<file path="src/rtl/usb_tx_packet_encoder.sv">
// USB low-level packet transmitter for token, data and handshake packets.
// Serialises one bit per clock with bit stuffing, NRZI coding and EOP.
module usb_tx_packet_encoder #(
   parameter int MAX_BYTES      = 8,
   parameter int EOP_SE0_CYCLES = 2
) (
   input  logic                           clock,
   input  logic                           reset_n,
   input  logic                           start,
   input  logic [1:0]                     pkt_class,
   input  logic [3:0]                     pid,
   input  logic [6:0]                     addr,
   input  logic [3:0]                     endp,
   input  logic [8*MAX_BYTES-1:0]         payload,
   input  logic [$clog2(MAX_BYTES+1)-1:0] payload_len,
   output logic                           busy,
   output logic                           done,
   output logic                           bus_en,
   output logic                           dp,
   output logic                           dm
);
   localparam int NB = 8 * MAX_BYTES;
   localparam int LW = $clog2(MAX_BYTES + 1);
   localparam int CW = $clog2(NB + 16 + EOP_SE0_CYCLES + 1);

   typedef enum logic [3:0] {
      S_IDLE, S_SYNC, S_PID, S_TOKEN, S_CRC5,
      S_DATA, S_CRC16, S_SE0, S_EOPJ, S_DONE
   } state_t;

   state_t        state_q, state_d;
   logic [CW-1:0] cnt_q, cnt_d;
   logic [CW-1:0] nbits_q, nbits_d;
   logic [2:0]    run_q, run_d;
   logic          lvl_q, lvl_d;
   logic [15:0]   crc_q, crc_d;
   logic [1:0]    cls_q, cls_d;
   logic [7:0]    pidb_q, pidb_d;
   logic [10:0]   tok_q, tok_d;
   logic [NB-1:0] pay_q, pay_d;

   logic [LW-1:0] len_c;
   logic          bitst;
   logic          stuff;
   logic          tx_bit;
   logic          lvl_out;
   logic [4:0]    crc5_nx;
   logic [15:0]   crc16_nx;

   // Pick the current field bit, decide on a stuffed zero, NRZI level, CRC step
   always_comb begin
      bitst  = 1'b0;
      tx_bit = 1'b0;
      unique case (state_q)
         S_SYNC:  begin bitst = 1'b1; tx_bit = (cnt_q == CW'(7)); end
         S_PID:   begin bitst = 1'b1; tx_bit = pidb_q[0]; end
         S_TOKEN: begin bitst = 1'b1; tx_bit = tok_q[0]; end
         S_CRC5:  begin bitst = 1'b1; tx_bit = ~crc_q[4]; end
         S_DATA:  begin bitst = 1'b1; tx_bit = pay_q[0]; end
         S_CRC16: begin bitst = 1'b1; tx_bit = ~crc_q[15]; end
         default: ;
      endcase
      // a pending stuff can still be owed when entering SE0
      stuff = (run_q == 3'd6) && (bitst || state_q == S_SE0);
      if (stuff) tx_bit = 1'b0;
      lvl_out  = tx_bit ? lvl_q : ~lvl_q;
      crc5_nx  = {crc_q[3:0], 1'b0} ^ ((tx_bit ^ crc_q[4]) ? 5'h05 : 5'h00);
      crc16_nx = {crc_q[14:0], 1'b0} ^ ((tx_bit ^ crc_q[15]) ? 16'h8005 : 16'h0000);
   end

   // Next-state and datapath update; counters stall on stuffed bits
   always_comb begin
      state_d = state_q;
      cnt_d   = cnt_q;
      nbits_d = nbits_q;
      run_d   = run_q;
      lvl_d   = lvl_q;
      crc_d   = crc_q;
      cls_d   = cls_q;
      pidb_d  = pidb_q;
      tok_d   = tok_q;
      pay_d   = pay_q;
      len_c   = (payload_len > LW'(MAX_BYTES)) ? LW'(MAX_BYTES) : payload_len;
      if (stuff) begin
         run_d = 3'd0;
         lvl_d = lvl_out;
      end else if (bitst) begin
         run_d = tx_bit ? run_q + 3'd1 : 3'd0;
         lvl_d = lvl_out;
         cnt_d = cnt_q + CW'(1);
      end
      case (state_q)
         S_IDLE: begin
            if (start) begin
               state_d = S_SYNC;
               cnt_d   = '0;
               run_d   = '0;
               lvl_d   = 1'b1;
               crc_d   = 16'hFFFF;
               cls_d   = pkt_class;
               pidb_d  = {~pid, pid};
               tok_d   = {endp, addr};
               pay_d   = payload;
               nbits_d = CW'({len_c, 3'b000});
            end
         end
         S_SYNC: begin
            if (!stuff && cnt_q == CW'(7)) begin
               state_d = S_PID;
               cnt_d   = '0;
            end
         end
         S_PID: begin
            if (!stuff) begin
               pidb_d = pidb_q >> 1;
               if (cnt_q == CW'(7)) begin
                  cnt_d = '0;
                  case (cls_q)
                     2'b00:   state_d = S_TOKEN;
                     2'b01:   state_d = (nbits_q == '0) ? S_CRC16 : S_DATA;
                     default: state_d = S_SE0;
                  endcase
               end
            end
         end
         S_TOKEN: begin
            if (!stuff) begin
               tok_d = tok_q >> 1;
               crc_d = {crc_q[15:5], crc5_nx};
               if (cnt_q == CW'(10)) begin
                  state_d = S_CRC5;
                  cnt_d   = '0;
               end
            end
         end
         S_CRC5: begin
            if (!stuff) begin
               crc_d = crc_q << 1;
               if (cnt_q == CW'(4)) begin
                  state_d = S_SE0;
                  cnt_d   = '0;
               end
            end
         end
         S_DATA: begin
            if (!stuff) begin
               pay_d = pay_q >> 1;
               crc_d = crc16_nx;
               if (cnt_q == nbits_q - CW'(1)) begin
                  state_d = S_CRC16;
                  cnt_d   = '0;
               end
            end
         end
         S_CRC16: begin
            if (!stuff) begin
               crc_d = crc_q << 1;
               if (cnt_q == CW'(15)) begin
                  state_d = S_SE0;
                  cnt_d   = '0;
               end
            end
         end
         S_SE0: begin
            if (!stuff) begin
               cnt_d = cnt_q + CW'(1);
               if (cnt_q == CW'(EOP_SE0_CYCLES - 1)) begin
                  state_d = S_EOPJ;
                  cnt_d   = '0;
               end
            end
         end
         S_EOPJ:  state_d = S_DONE;
         S_DONE:  state_d = S_IDLE;
         default: state_d = S_IDLE;
      endcase
   end

   // Line drive: NRZI bits, SE0, trailing J, idle J when released
   always_comb begin
      busy   = 1'b0;
      done   = 1'b0;
      bus_en = 1'b0;
      dp     = 1'b1;
      dm     = 1'b0;
      case (state_q)
         S_IDLE: ;
         S_DONE: done = 1'b1;
         S_EOPJ: begin
            busy   = 1'b1;
            bus_en = 1'b1;
         end
         S_SE0: begin
            busy   = 1'b1;
            bus_en = 1'b1;
            dp     = stuff ? lvl_out : 1'b0;
            dm     = stuff ? ~lvl_out : 1'b0;
         end
         default: begin
            busy   = 1'b1;
            bus_en = 1'b1;
            dp     = lvl_out;
            dm     = ~lvl_out;
         end
      endcase
   end

   // State registers; reset releases the bus at once
   always_ff @(posedge clock or negedge reset_n) begin
      if (!reset_n) begin
         state_q <= S_IDLE;
         cnt_q   <= '0;
         nbits_q <= '0;
         run_q   <= '0;
         lvl_q   <= 1'b1;
         crc_q   <= 16'hFFFF;
         cls_q   <= '0;
         pidb_q  <= '0;
         tok_q   <= '0;
         pay_q   <= '0;
      end else begin
         state_q <= state_d;
         cnt_q   <= cnt_d;
         nbits_q <= nbits_d;
         run_q   <= run_d;
         lvl_q   <= lvl_d;
         crc_q   <= crc_d;
         cls_q   <= cls_d;
         pidb_q  <= pidb_d;
         tok_q   <= tok_d;
         pay_q   <= pay_d;
      end
   end

endmodule

</file>
<file path="config.mk">
export PLATFORM = sky130hd
export DESIGN_NAME = usb_tx_packet_encoder
export DESIGN_NICKNAME = d
export VERILOG_FILES = /design/src/rtl/usb_tx_packet_encoder.sv
export SDC_FILE = /design/constraint.sdc
export NUM_CORES = 1
export LEC_CHECK = 0
export ABC_AREA = 1
export CAP_MARGIN = 30
export CORE_ASPECT_RATIO = 0.8
export CORE_MARGIN = 2
export CORE_UTILIZATION = 56
export CTS_CLUSTER_SIZE = 16
export DETAILED_ROUTE_END_ITERATION = 12
export PLACE_DENSITY = 0.82
export SETUP_SLACK_MARGIN = 0.5
export SLEW_MARGIN = 25
export SYNTH_ARGS = -nofsm -noshare
export SYNTH_HDL_FRONTEND = slang
export SYNTH_SLANG_ARGS = --single-unit
</file>
<file path="constraint.sdc">
create_clock -name clock -period 4.8 [get_ports clock]
set_input_delay 0.96 -clock clock [delete_from_list [all_inputs] [get_ports clock]]
set_output_delay 0.96 -clock clock [all_outputs]
set_load 0.005 [all_outputs]
</file>
# [After elaboration in Yosys (flattened, before gate mapping)]
# Index checks and enable logic that the tools add are counted.
[op_classes] n_eq_ne=32 magnitude_cmp=1 mux=70 addsub=3 reduce_logical=23 bitwise_logic=10
[op_table] op="2-to-1 mux 64 bit" n=2
[op_table] op="one-hot mux 64 bit (2 select lines)" n=1
[op_table] op="2-to-1 mux 7 bit" n=16
[op_table] op="2-to-1 mux 16 bit" n=4
[op_table] op="one-hot mux 16 bit (4 select lines)" n=1
[op_table] op="2-to-1 mux 4 bit" n=15
[op_table] op="one-hot mux 7 bit (8 select lines)" n=1
[op_table] op="one-hot mux 4 bit (9 select lines)" n=1
[op_table] op="inequality test 2 bit (second input constant)" n=14
[op_table] op="2-to-1 mux 11 bit" n=2
[op_table] op="one-hot mux 11 bit (2 select lines)" n=1
[op_table] op="2-to-1 mux 3 bit" n=6
[op_table] op="== test 4 x 3 -> 1 bit (second input constant)" n=4
[op_table] op="2-to-1 mux 8 bit" n=2
[op_table] op="one-hot mux 8 bit (2 select lines)" n=1
[op_table] op="bitwise XOR 16 bit" n=1
[op_table] op="== test 7 x 3 -> 1 bit (second input constant)" n=2
[op_table] op="== test 7 x 4 -> 1 bit (second input constant)" n=2
[op_table] op="AND reduction 14 bit" n=1
[op_table] op="2-to-1 mux 1 bit" n=11
[op_table] op="AND reduction 5 bit" n=2
[op_table] op="AND reduction 3 bit" n=3
[op_table] op="== test 4 x 2 -> 1 bit (second input constant)" n=2
[op_table] op="== test 4 bit (second input constant)" n=2
[op_table] op="other kinds (32)" n=42
[totals] in_bits=88 register_bits=120 output_inout_bits=5

# [Logic depth before layout (Yosys ltp)]
[logic_depth] ltp_word=11 depth_mapped=14 mapped_depth_nobuf=14

# [Least setup slack after synthesis]
# Ideal clock, no wire load.
[synth_path] path_kind="register to output" from="register state_q[3]" to="output dp" t_required_ps=3840 path_stages_with_launch=10 path_slack_ps=2331 t_arrival_ps=1509 path_buffers=0 path_cell_list="dfrtp_1 -> nor2_2 -> inv_1 -> nor2_1 -> a21oi_1 -> nand2_1 -> nand2_1 -> xor2_1 -> nand2_1 -> o2111ai_1"
[synth_via] elab_chain_len=9 word_cells_on_any_way=20 classes_between="eq/ne (9); mux (6); reduce/logical (5)"
[synth_lines] item="start: declaration" line="31" text="state_t state_q, state_d;"
[synth_lines] item="start signal: assignment" line="222" text="state_q <= state_d;"
[synth_lines] item="== test 4 x 3 -> 1 bit, or another cell as far along" line="54" text="unique case (state_q)"
[synth_lines] item="OR reduction 6 bit (no source line)"
[synth_lines] item="2-to-1 mux 1 bit" line="54"
[synth_lines] item="logical OR 1 bit" line="64" text="stuff = (run_q == 3'd6) && (bitst || state_q == S_SE0);"
[synth_lines] item="logical AND 1 bit" line="64"
[synth_lines] item="2-to-1 mux 1 bit" line="65" text="if (stuff) tx_bit = 1'b0;"
[synth_lines] item="2-to-1 mux 1 bit" line="66" text="lvl_out = tx_bit ? lvl_q : ~lvl_q;"
[synth_lines] item="2-to-1 mux 1 bit" line="196" text="dp = stuff ? lvl_out : 1'b0;"
[synth_lines] item="one-hot mux 1 bit (2 select lines) (*)" line="186" text="case (state_q)"
[synth_lines] item="end: declaration" line="19" text="output logic dp,"
# Mark *: on every way between the ends. The rest lies on a longest branch, timed or not.

# [Final worst setup path]
[layout_path] from="register state_q[1]" to="output dp"
# The elaborated chain is that of the path after synthesis.

==> impl_metrics.csv <==
group,metric,value,unit
run_status,outcome,"finished, final reports clean",
clock_network,max_clock_buf_depth,2,
routing,drc_errors,0,
cells_and_area,multiInputGateArea,0.00265,mm^2
clock_network,cts-hold-fix-buffers,0,
timing,maxSlewHeadroom,0.423,
routing,drt_pass1_iterations,5,
critical_path,r2r_start,"state_q[1]",
flow_run,max-cap-violations,0,
routing,route.detailed.vias_per_inst,5.38,
timing,maxClockFrequency,259,MHz
critical_path,worst_setup_end_kind,"output port",
cells_and_area,num-nets-final,960,
clock_network,clk_pin_slew_worst_paths,0.05,ns
critical_path,timing.critical_path.arrival,2.91,ns
die,row_count,34,
synthesis,synth.distinct_cells,38,
clock_network,post_cts.resized_instances,0,
cells_and_area,fillerInstances,864,
synthesis,ys.warnings.count,0,
timing,setup_violations,0,
clock_network,total_number_of_clock_tree_sinks,120,
global_routing,vias_in_the_first_global_route,5254,
critical_path,cp_data_required_time,3.84,ns
power_and_ir_drop,total_power_of_the_final_layout,5.44,mW
clock_network,clock_root_cell,"clkbuf_16",
timing,clock-skew-final,0.00936,ns
synthesis,synth_nets,880,
die,floorplan.die_area,0.0122,mm^2
timing,min_period_over_period,0.806,
power_and_ir_drop,leakage,3.56,nW
cells_and_area,seq_area,0.00302,mm^2
clock_network,clock_insertion_delay_worst_skew,0.41,ns
cells_and_area,drive_above_1_share,0.0935,
placed_design,gp_routability_congestion,0.919,
die,die_x,123,um
global_routing,globalRoute.totalOverflow,0,
routing,route.final.wire_length,15000,um
critical_path,rr_endpoint,"pay_q[13]",
synthesis,mappedNetlistArea,0.00636,mm^2
synthesis,post_synth.cell_area_avg,8.11,um^2
cells_and_area,syn_to_final_growth,24.9,%
power_and_ir_drop,p_per_area,684,mW/mm^2
worst_hold_path,hold_path_class,"flop to flop",
synthesis,synth_seq_cells,120,
routing,antenna_nets_post_route,0,
clock_network,cts_tree,"done",
global_routing,global_route.usage.total,0.260,
cells_and_area,layout_common_cells,"nand2_1 (169), inv_1 (125), dfrtp_1 (103), o21ai_0 (94), clkdlybuf4s50_1 (91)",
cells_and_area,antenna-diode-count,0,
timing,timing_max_transition_violations_final,0,
timing,setup-tns-final,0,ns
die,chipHeight,99.3,um
worst_hold_path,worstHoldPathCells,2,
global_routing,largest_net_degree_at_the_start_of_global_routing,91,
timing,grt_setup_unrepaired,"no",
timing,final_period_minus_worst_setup_slack,3.87,ns
timing,tightestPinTransition,0.864,ns
synthesis,synth_sequential_area_ratio,0.475,
clock_network,cts_made_buffers,17,
placed_design,numPortBuffers,92,
critical_path,timing.critical_path.from_type,"flop",
die,core_region_area,0.0110,mm^2
critical_path,reg2reg_setup_slack,2.02,ns
global_routing,antenna_found_initial,0,
power_and_ir_drop,ir_worst_vdd,0.313,mV
worst_hold_path,worst_hold_startpoint,"crc_q[9]",
routing,via_count,5491,
clock_network,cts_htree_levels,4,
die,floorplan.initialDensity,0.580,
critical_path,worstRegToRegCells,8,
critical_path,worst-path-max-fanout,16,
die,io_pins,93,
routing,wl_per_cell,14.7,um
cells_and_area,mostFrequentLayoutCell,"nand2_1",
synthesis,netlist_instances,784,
placed_design,place_hpwl,10400,um
clock_network,post_cts.repair.setup_buffers,0,
global_routing,grt_pass1_wl,24900,um
routing,detail_route.iter0.violations,362,
timing,number_of_hold_violations_in_the_final_report,0,
worst_hold_path,hold-path-endpoint,"crc_q[9]",
critical_path,path_class,"flop to output port",
## per-layer routing
layer | track usage | share of wire
met2 | 0.404 | 0.45
met1 | 0.350 | 0.47
met5 | 0 | 0
met3 | 0.0688 | 0.057
met4 | 0.0988 | 0.016
## per-stage QoR
step           setup slack, ns  std cells  instance area [um^2]   util  hold WS, ns
2_1_floorplan             2.33        784                  6360      -        0.453
4_1_cts                  0.941       1020                  7940  0.723        0.482
5_1_grt                  0.557       1021                  7950  0.724        0.492
6_report                 0.932       1021                  7950  0.724        0.483
3_3_place_gp              1.47        987                  7310  0.666        0.471
3_5_place_dp              1.37        988                  7340  0.668        0.473
## power by group
group	internal, mW	switching [mW]
combinational	0.846	1.55
clock	0.819	0.457
sequential	1.55	0.212
total	3.21	2.22
## registers in the layout, indices dropped and copies added, names as in the netlist, 2 cells and up
signal	flops
pay_q	64
crc_q	16
tok_q	11
pidb_q	8
cnt_q	7
nbits_q	4
state_q	4
run_q	3
cls_q	2
## area by class of cell
class	instances	share of cell area
clock buffer	22	0.0609
multi-input combinational	496	0.334
tap	144	0.0227
timing repair buffer	98	0.125
clock inverter	10	0.0148
sequential	120	0.381
inverter	131	0.0619
## critical path, stage by stage, from the launching register on
cell             delay [ns]
dfrtp_1                0.45
inv_1                  0.09
nor2_1                 0.21
nand2_1                0.33
nor2_1                 0.18
a21oi_1                0.07
nand2_1                0.12
nand2_1                0.13
xor2_1                 0.25
nand2_1                0.07
o2111ai_1              0.08
clkdlybuf4s50_1        0.53
## synth_stat cells (all sizes together)
cell type  instances  area share
nor3               6      0.0055
inv              131       0.077
o22ai              4      0.0049
nand2            173        0.10
o211ai            71       0.084
o2111ai            2      0.0028
nand4              2      0.0020
xor2               6      0.0083
o21ai            120       0.096
dfrtp            103        0.41
o21bai             1      0.0012
o211a              1      0.0016
dfstp             17       0.070
and3               1     0.00098
a31oi              4      0.0039
or2                3      0.0030
a21oi              9      0.0089
nand3             31       0.025
a21boi             1      0.0012
clkbuf            16      0.0094
nor2              36       0.027
buf               21       0.021
ha                 8       0.016
xnor2              6      0.0083
a22oi             11       0.013
## logic make-up (layout without fill, tap and decap cells)
logic type | Yosys count | in the layout | share of synthesized area
buffers and inverters | 168 | 261 | 0.108
AOI/OAI and AO/OA | 224 | 224 | 0.217
DFF | 120 | 120 | 0.475
xor gates and xnor gates | 12 | 12 | 0.0165
and+or+nand+nor | 252 | 252 | 0.167
adders and majority gates | 8 | 8 | 0.0157
## how the worst max path moves through the flow
stage / slack (ns) / from / cells after the start / to
CTS: 0.94 / state_q[1] / 11 / dp
floorplan: 2.33 / state_q[3] / 9 / dp
detailed placement: 1.37 / state_q[1] / 11 / dp
finish: 0.93 / state_q[1] / 11 / dp
global route: 0.56 / state_q[1] / 11 / dp
global placement: 1.47 / state_q[3] / 10 / dp
Note: power is estimated with default switching activity, not from simulation.
